`config.mk`:
```
export PLATFORM = sky130hd
export DESIGN_NAME = encrypt_sched
export DESIGN_NICKNAME = d
export VERILOG_FILES = /design/src/rtl/encrypt_sched_pkg.sv /design/src/rtl/encrypt_sched_comb.sv /design/src/rtl/encrypt_sched.sv
export SDC_FILE = /design/constraint.sdc
export NUM_CORES = 1
export LEC_CHECK = 0
export CORE_UTILIZATION = 39
export DETAILED_ROUTE_END_ITERATION = 8
export PLACE_DENSITY = 0.7
export SLEW_MARGIN = 15
export SYNTH_ARGS = -nofsm -noshare
export SYNTH_HDL_FRONTEND = slang
export SYNTH_SLANG_ARGS = --single-unit
```
`constraint.sdc`:
```
create_clock -name clk -period 4.1 [get_ports clk]
set_input_delay 1.025 -clock clk [delete_from_list [all_inputs] [get_ports clk]]
set_output_delay 1.025 -clock clk [all_outputs]
set_load 0.02 [all_outputs]
```
`src/rtl/encrypt_sched_pkg.sv`:
```
// rtl/encrypt_sched_pkg.sv - key/block widths, FSM encodings and helpers shared by encrypt_sched and its benches
`ifndef ENCRYPT_SCHED_PARAMS
`define ENCRYPT_SCHED_PARAMS
`define N_K 16
`define N_B 16
`define ENCRYPT_SCHED_IDLE 2'd0
`define ENCRYPT_SCHED_WAIT 2'd1
`define ENCRYPT_SCHED_DONE 2'd2
`endif

package encrypt_sched_pkg;

    localparam int N_K = `N_K;
    localparam int N_B = `N_B;

    typedef enum logic [1:0] {
        ST_IDLE = `ENCRYPT_SCHED_IDLE,
        ST_WAIT = `ENCRYPT_SCHED_WAIT,
        ST_DONE = `ENCRYPT_SCHED_DONE
    } state_t;

    function automatic int id_width(input int n);
        return (n > 1) ? $clog2(n) : 1;
    endfunction

endpackage

```
`src/rtl/encrypt_sched_comb.sv`:
```
// rtl/encrypt_sched_comb.sv - encrypt_comb: single-cycle combinational block mixer shared by encrypt_sched
module encrypt_comb
    import encrypt_sched_pkg::*;
(
    input  logic [N_K-1:0] k,
    input  logic [N_B-1:0] m,
    output logic [N_B-1:0] c
);

    logic [N_B-1:0] x;
    logic [N_K-1:0] k_swap;

    // whiten, rotate left by 3, then add the half-swapped key
    assign x      = m ^ N_B'(k);
    assign k_swap = {k[N_K/2-1:0], k[N_K-1:N_K/2]};
    assign c      = {x[N_B-4:0], x[N_B-1:N_B-3]} + N_B'(k_swap);

endmodule

```
`src/rtl/encrypt_sched.sv`:
```
// rtl/encrypt_sched.sv - round-robin scheduler sharing one encrypt_comb; ENCRYPT_SCHED_STATS_EN adds done_cnt
module encrypt_sched
    import encrypt_sched_pkg::*;
#(
    parameter  int N_REQ  = 2,
    parameter  int SETTLE = 2,
    parameter  int CNT_W  = 16,
    localparam int ID_W   = id_width(N_REQ)
) (
    input  logic                 clk,
    input  logic                 rst_n,
    input  logic [N_REQ-1:0]     req_valid,
    output logic [N_REQ-1:0]     req_ready,
    input  logic [N_REQ*N_K-1:0] req_k,
    input  logic [N_REQ*N_B-1:0] req_m,
    output logic                 rsp_valid,
    input  logic                 rsp_ready,
    output logic [ID_W-1:0]      rsp_id,
    output logic [N_B-1:0]       rsp_c,
`ifdef ENCRYPT_SCHED_STATS_EN
    output logic [CNT_W-1:0]     done_cnt,
`endif
    output logic                 busy
);

    localparam int CW = id_width(SETTLE);

    state_t          state;
    logic [ID_W-1:0] ptr;
    logic [ID_W-1:0] id_q;
    logic [CW-1:0]   cnt;
    logic [N_K-1:0]  k_q;
    logic [N_B-1:0]  m_q;
    logic [N_B-1:0]  c_w;
    logic [ID_W:0]   pick;
    logic            gnt_any;
    logic [ID_W-1:0] gnt_idx;

    // Scan downward so the nearest valid requester after p overwrites farther ones.
    function automatic logic [ID_W:0] rr_pick(input logic [N_REQ-1:0] v, input logic [ID_W-1:0] p);
        logic [ID_W:0] r;
        int            idx;
        r = '0;
        for (int off = N_REQ; off >= 1; off--) begin
            idx = (int'(p) + off) % N_REQ;
            if (v[idx]) r = {1'b1, idx[ID_W-1:0]};
        end
        return r;
    endfunction

    assign pick      = rr_pick(req_valid, ptr);
    assign gnt_any   = pick[ID_W];
    assign gnt_idx   = pick[ID_W-1:0];
    assign req_ready = (state == ST_IDLE && gnt_any) ? (N_REQ'(1) << gnt_idx) : '0;
    assign busy      = (state != ST_IDLE);

    encrypt_comb u_comb (
        .k (k_q),
        .m (m_q),
        .c (c_w)
    );

    always_ff @(posedge clk or negedge rst_n) begin
        if (!rst_n) begin
            state     <= ST_IDLE;
            ptr       <= ID_W'(N_REQ - 1);
            id_q      <= '0;
            cnt       <= '0;
            k_q       <= '0;
            m_q       <= '0;
            rsp_valid <= 1'b0;
            rsp_id    <= '0;
            rsp_c     <= '0;
`ifdef ENCRYPT_SCHED_STATS_EN
            done_cnt  <= '0;
`endif
        end else begin
            case (state)
                ST_IDLE: begin
                    if (gnt_any) begin
                        k_q   <= req_k[int'(gnt_idx)*N_K +: N_K];
                        m_q   <= req_m[int'(gnt_idx)*N_B +: N_B];
                        id_q  <= gnt_idx;
                        cnt   <= CW'(SETTLE - 1);
                        state <= ST_WAIT;
                    end
                end
                ST_WAIT: begin
                    if (cnt == '0) begin
                        rsp_c     <= c_w;
                        rsp_id    <= id_q;
                        rsp_valid <= 1'b1;
                        state     <= ST_DONE;
                    end else begin
                        cnt <= cnt - CW'(1);
                    end
                end
                ST_DONE: begin
                    if (rsp_ready) begin
                        rsp_valid <= 1'b0;
                        ptr       <= id_q;
                        state     <= ST_IDLE;
`ifdef ENCRYPT_SCHED_STATS_EN
                        done_cnt  <= done_cnt + CNT_W'(1);
`endif
                    end
                end
                default: state <= ST_IDLE;
            endcase
        end
    end

endmodule

```
==> results of run 1 <==
synth_stat cells, types with 3 or more instances:
library cell | number | area, sq um
clkbuf_1 | 13 | 48.80
a222oi_1 | 32 | 320.3
nand2_1 | 25 | 93.84
o21a_1 | 4 | 30.03
nor2_1 | 6 | 22.52
nand4_1 | 3 | 18.77
xnor2_1 | 11 | 96.34
inv_1 | 38 | 142.6
o21ai_1 | 8 | 40.04
a21oi_1 | 14 | 70.07
mux2_1 | 3 | 33.78
dfrtp_1 | 54 | 1351
o21ai_0 | 15 | 75.07
ha_1 | 16 | 200.2
xor2_1 | 18 | 157.7
a21boi_0 | 3 | 22.52
sequential cells by signal, summed over array words and instances, names as in the netlist:
register,count
ptr,1
m_q,16
state,2
rsp_c,16
k_q,16
rsp_valid,1
cnt,1
id_q,1
rsp_id,1
final cells by class:
cell class | instances | area (sq um) | share of cell area
timing repair buffer | 94 | 923.4 | 0.2267
sequential | 55 | 1378 | 0.3382
inverter | 38 | 142.6 | 0.03502
multi-input combinational | 185 | 1409 | 0.3459
clock inverter | 3 | 27.53 | 0.006759
clock buffer | 5 | 68.82 | 0.01690
tap | 99 | 123.9 | 0.03041
worst max path at each step:
stage                   end  cells after the start
2_1_floorplan  req_ready[1]                      4
3_3_place_gp   req_ready[0]                      4
3_5_place_dp   req_ready[0]                      4
4_1_cts        req_ready[0]                      4
5_1_grt        req_ready[0]                      4
6_report       req_ready[0]                      4
through the flow:
step | util | total power [mW]
after floorplan | - | 2.768
after global placement | 0.5424 | 3.476
after detailed placement | 0.5424 | 3.519
after CTS | 0.5556 | 3.849
after global routing | 0.5556 | 4.191
final | 0.5556 | 3.833
cells by family (layout without fill, tap and decap cells):
| group | after synthesis | count (layout) |
|---|---|---|
| flops | 55 | 55 |
| mux | 5 | 5 |
| buf+inv | 52 | 140 |
| compound gates | 90 | 90 |
| fa+ha+maj | 17 | 17 |
| xor+xnor | 29 | 29 |
| simple gates | 44 | 44 |
report_power, final:
part	switching, mW	internal, mW	total, mW
Sequential	0.239	0.814	1.05
Combinational	1.35	1.12	2.47
Clock	0.185	0.126	0.311
metal layers:
layer | vias to the layer above | part of all wire | GRT usage | wire, um
li1 | 1246 | - | - | -
met1 | 1172 | 0.48 | 0.2583 | 3434
met2 | 90 | 0.46 | 0.3276 | 3306
met3 | 9 | 0.049 | 0.03509 | 350
met4 | 0 | 0.010 | 0.04473 | 74
met5 | - | 0 | 0 | 0
placed cells by master, fill, tap and decap left out, types with 2 or more instances in the layout:
cell,n
a21boi_0,3
a21oi_1,14
a31oi_1,2
buf_4,5
a211o_1,2
o31ai_1,2
o21ai_1,7
nand4_1,3
xnor2_1,11
o21a_1,4
clkbuf_8,5
nand2b_1,2
inv_1,38
nor2_1,5
dfrtp_1,54
mux2_1,3
nand2_1,25
ha_1,16
a21o_1,2
and2_1,2
xor2_1,18
o21bai_1,2
o211ai_1,2
clkdlybuf4s50_1,88
o21ai_0,15
a222oi_1,32
critical path: stages:
cell and delay, ps:
clkdlybuf4s50_1 510, o21ai_0 120, nor2_2 110, clkdlybuf4s50_1 620
==> impl_metrics.yaml, run 1 <==
outcome:
  status: "completed"
logic_synthesis:
  synth_ff_type: "dfrtp_1"
  synth_compound_area_frac: 0.2249
  async_reset_ff_frac: 1.000
  synthMuxAreaShare: 0.01850
  ys_ff_latch: 55
  syn_inst: 292
  synth_seq_area_share: 0.4628
  synth-adder-area-share: 0.07398
  synth-simple-area-share: 0.06852
  syn-cell-area_sq_mm: 0.002977
  syn_avg_cell_area_sq_um: 10.19
  ys.warnings.count: 0
  synth_top_family_by_area: "compound AO/OA/AOI/OAI gates"
  synth_fp_nets: 378
  synth_cell_type_count: 37
  synth_xor_area_frac: 0.08533
  synth_edf_count: 0
pwr:
  power-per-cell-area_mw_per_mm2: 941.2
  power_leakage_nw: 1.913
  ir_drop_uv: 347.1
worst_setup_path:
  r2r_end: "rsp_c[10]"
  cp-startpoint: "req_valid[0]"
  ff2ff_setup_slack_ps: 1620
  critPathLaunchType: "input port"
  worstPathRequired_ps: 3070
  ff2ff_path_depth: 9
  path_max_fanout: 3
  regToRegStartpoint: "m_q[13]"
  critical_path_arrival_ps: 2380
  cp-end-kind: "primary output"
  worst-setup-path-type: "input port to primary output"
clocking:
  clock_latency_ps: 310
  cts_root_buf: "clkbuf_8"
  cts_buffers: 5
  htreeDepth: 2
  cts_buffer_depth: 2
  cts_tree: "yes"
  path_clk_slew_ps: 90
  cts_hold_buf: 0
  cts_resized: 0
  cts.sinks: 55
  postCtsSetupRepairBufs: 0
layout:
  drive_gt1_frac: 0.05000
  nets: 465
  finalNonFillerCells: 479
  area_growth_pct: 36.82
  diodes: 0
  fin_area_sq_mm: 0.004073
  fill_cells: 660
sta:
  period_share: 0.8310
  rsz0062_at_grt: "false"
  clock_skew_ps: 10.25
  finalHoldViolCount: 0
  period_needed_ps: 3407
  finalMaxSlewViolations: 0
  fin_tns_setup_ps: 0
  setup-violations-final: 0
  fmax_mhz: 293.5
  whs_ps: 486.0
  worstMarginPinSlew_ps: 544.3
  relSlewSlack: 0.6371
  setup_ws_ps: 692.8
place:
  place_area_sq_mm: 0.003976
  gp_congestion: 0.8281
  hpwl_mm: 5.559
  dp_cells: 471
  post-place-ws_ps: 683.2
  port_buffers: 89
routing:
  drtIter0Drc: 222
  routedWlPerCell_um: 14.96
  wirelength_mm: 7.166
  drc: 0
  routed-via-count: 2517
  vias_per_cell: 5.255
  drtAntennaViolNets: 0
  drt_pass1_iterations: 6
die:
  die-height_um: 89.37
  num_io_pins: 90
  die_w_um: 89.37
  core-area_sq_mm: 0.007331
  start_util: 0.4060
  die_area_sq_mm: 0.007986
  rows: 31
global_routing:
  grt_pass1_vias: 2407
  antenna_found_initial: 0
  grt_max_degree: 36
  track_usage: 0.1935
  grt_overflow_total: 0
  grt_pass1_wl_mm: 11.65
min_path:
  worstHoldPathCells: 2
  hp-class: "flip-flop to flip-flop"
  min_from: "rsp_c[12]"
  hold_end: "rsp_c[12]"
job:
  drv_cap: 0
Note: power is estimated with default switching activity, not from simulation.
==> inputs of run 2 (changes only) <==
==> constraint.sdc (replaced) <==
create_clock -name clk -period 3.3 [get_ports clk]
set_input_delay 0.825 -clock clk [delete_from_list [all_inputs] [get_ports clk]]
set_output_delay 0.825 -clock clk [all_outputs]
set_load 0.02 [all_outputs]
==> impl_metrics.yaml, run 2 (synthesized netlist as in run 1, its figures left out) <==
die:
  rows: 31
  num_io_pins: 90
  die-height_um: 89.37
  die_area_sq_mm: 0.007986
  start_util: 0.4060
  die_w_um: 89.37
  core-area_sq_mm: 0.007331
sta:
  finalHoldViolCount: 0
  relSlewSlack: 0.6161
  rsz0062_at_grt: "false"
  period_share: 0.9081
  clock_skew_ps: 5.571
  finalMaxSlewViolations: 0
  setup-violations-final: 0
  fmax_mhz: 333.7
  worstMarginPinSlew_ps: 575.9
  fin_tns_setup_ps: 0
  period_needed_ps: 2997
worst_setup_path:
  worstPathRequired_ps: 2470
  crit_slowest_cell: "clkdlybuf4s50_1"
  regToRegStartpoint: "m_q[13]"
  ff2ff_path_depth: 9
  critPathLaunchType: "input port"
  cp-end-kind: "primary output"
  ff2ff_setup_slack_ps: 850
  path_cells: "clkdlybuf4s50_1, o21ai_0, nor2_2, clkdlybuf4s50_1"
  path_max_fanout: 3
  r2r_end: "rsp_c[14]"
  crit_top_cell: "clkdlybuf4s50_1"
  cpPeakStageDelay_ps: 610
  critical_path_arrival_ps: 2170
  worst-setup-path-type: "input port to primary output"
place:
  port_buffers: 89
  dp_cells: 471
  gp_congestion: 0.8331
  hpwl_mm: 5.517
min_path:
  min_from: "rsp_c[12]"
  hold_end: "rsp_c[12]"
  worstHoldPathCells: 2
  hp-class: "flip-flop to flip-flop"
layout:
  final_cell_mix: "clkdlybuf4s50_1 (88), dfrtp_1 (54), inv_1 (38)"
  seqCellArea_sq_mm: 0.001378
  diodes: 0
  drive_gt1_frac: 0.05000
  fill_cells: 657
  multi_input_area_sq_mm: 0.001409
  fin_util: 0.5590
  area_growth_pct: 37.66
  layout_commonest_cell: "clkdlybuf4s50_1"
  reg.largest.list: "k_q x16, m_q x16, rsp_c x16"
  finalNonFillerCells: 479
  nets: 465
global_routing:
  grt_pass1_wl_mm: 11.66
  grt_overflow_total: 0
  grt_max_degree: 36
  track_usage: 0.1926
  antenna_found_initial: 0
  grt_pass1_vias: 2417
clocking:
  cts_buffer_depth: 2
  clock_latency_ps: 310
  cts_hold_buf: 0
  cts.sinks: 55
  path_clk_slew_ps: 90
  postCtsSetupRepairBufs: 0
  cts_buffers: 5
  cts_root_buf: "clkbuf_8"
  cts_tree: "yes"
  cts_resized: 0
  htreeDepth: 2
routing:
  drtIter0Drc: 271
  drt_pass1_iterations: 5
  drc: 0
  wirelength_mm: 7.021
  drtAntennaViolNets: 0
  routedWlPerCell_um: 14.66
  routed-via-count: 2521
  vias_per_cell: 5.263
pwr:
  power-per-cell-area_mw_per_mm2: 1176
  ir_drop_uv: 414.2
  power_leakage_nw: 1.929
  swShare: 0.4510
  clock_power_share: 0.097
  p_sw_mw: 2.174
  finalPower_mw: 4.820
  combinationalPowerShare: 0.632
  p_seq_frac: 0.271
  power.internal_mw: 2.646
job:
  drv_cap: 0
outcome:
  status: "completed"
[run 2: cell count changes in the layout (fill, tap and decap cells not counted), sizes merged]
cell	previous run	this run
clkinv	1	0
bufinv	0	1
clkinvlp	1	0
clkbuf	5	6
[run 2: worst max-delay path, delay by kind of cell]
family,cells,cell delay (ps)
and+or+nand+nor,1,100
AOI/OAI and AO/OA,1,120
buffers and inverters,2,1130
[run 2: how the worst max path moves through the flow]
stage | to | slack, ps | cells past startpoint | start
floorplan | req_ready[1] | 870 | 4 | req_valid[0]
global placement | req_ready[0] | 330 | 4 | req_valid[0]
detailed placement | req_ready[0] | 290 | 4 | req_valid[0]
CTS | req_ready[0] | 300 | 4 | req_valid[0]
global route | req_ready[0] | 200 | 5 | req_valid[1]
finish | req_ready[0] | 300 | 4 | req_valid[0]
[run 2: power by group through the flow]
stage / combinational (mW) / clock (mW) / sequential, mW
2_1_floorplan: 2.09 / 0 / 1.35
6_report: 3.05 / 0.468 / 1.31
5_1_grt: 3.42 / 0.504 / 1.35
3_3_place_gp: 2.99 / 0 / 1.32
3_5_place_dp: 3.04 / 0 / 1.32
4_1_cts: 3.05 / 0.479 / 1.31
[run 2: routing by layer]
metal  up-vias  track usage  part of all wire
met1      1183       0.2757              0.49
met3         6      0.03232             0.049
met4         0      0.04618            0.0081
met5         -            0                 0
li1       1245            -                 -
met2        87       0.3053              0.45
[run 2: through the flow]
step | hold slack (ps) | worst slack, ps | area [sq um]
floorplan | 460.8 | 874.3 | 2977
global placement | 460.7 | 332.3 | 3976
detailed placement | 470.6 | 290.7 | 3976
CTS | 492.9 | 295.8 | 4098
global route | 504.8 | 202.2 | 4098
finish | 485.6 | 303.2 | 4098
[run 2: final cells by class]
| class | instances | share of cell area |
|---|---|---|
| multi-input cells | 185 | 0.3438 |
| flip-flops and latches | 55 | 0.3362 |
| repair buffers | 94 | 0.2253 |
| inverters | 38 | 0.03481 |
| well taps | 99 | 0.03023 |
| clock buffers | 6 | 0.02015 |
| clock inverters | 2 | 0.009466 |
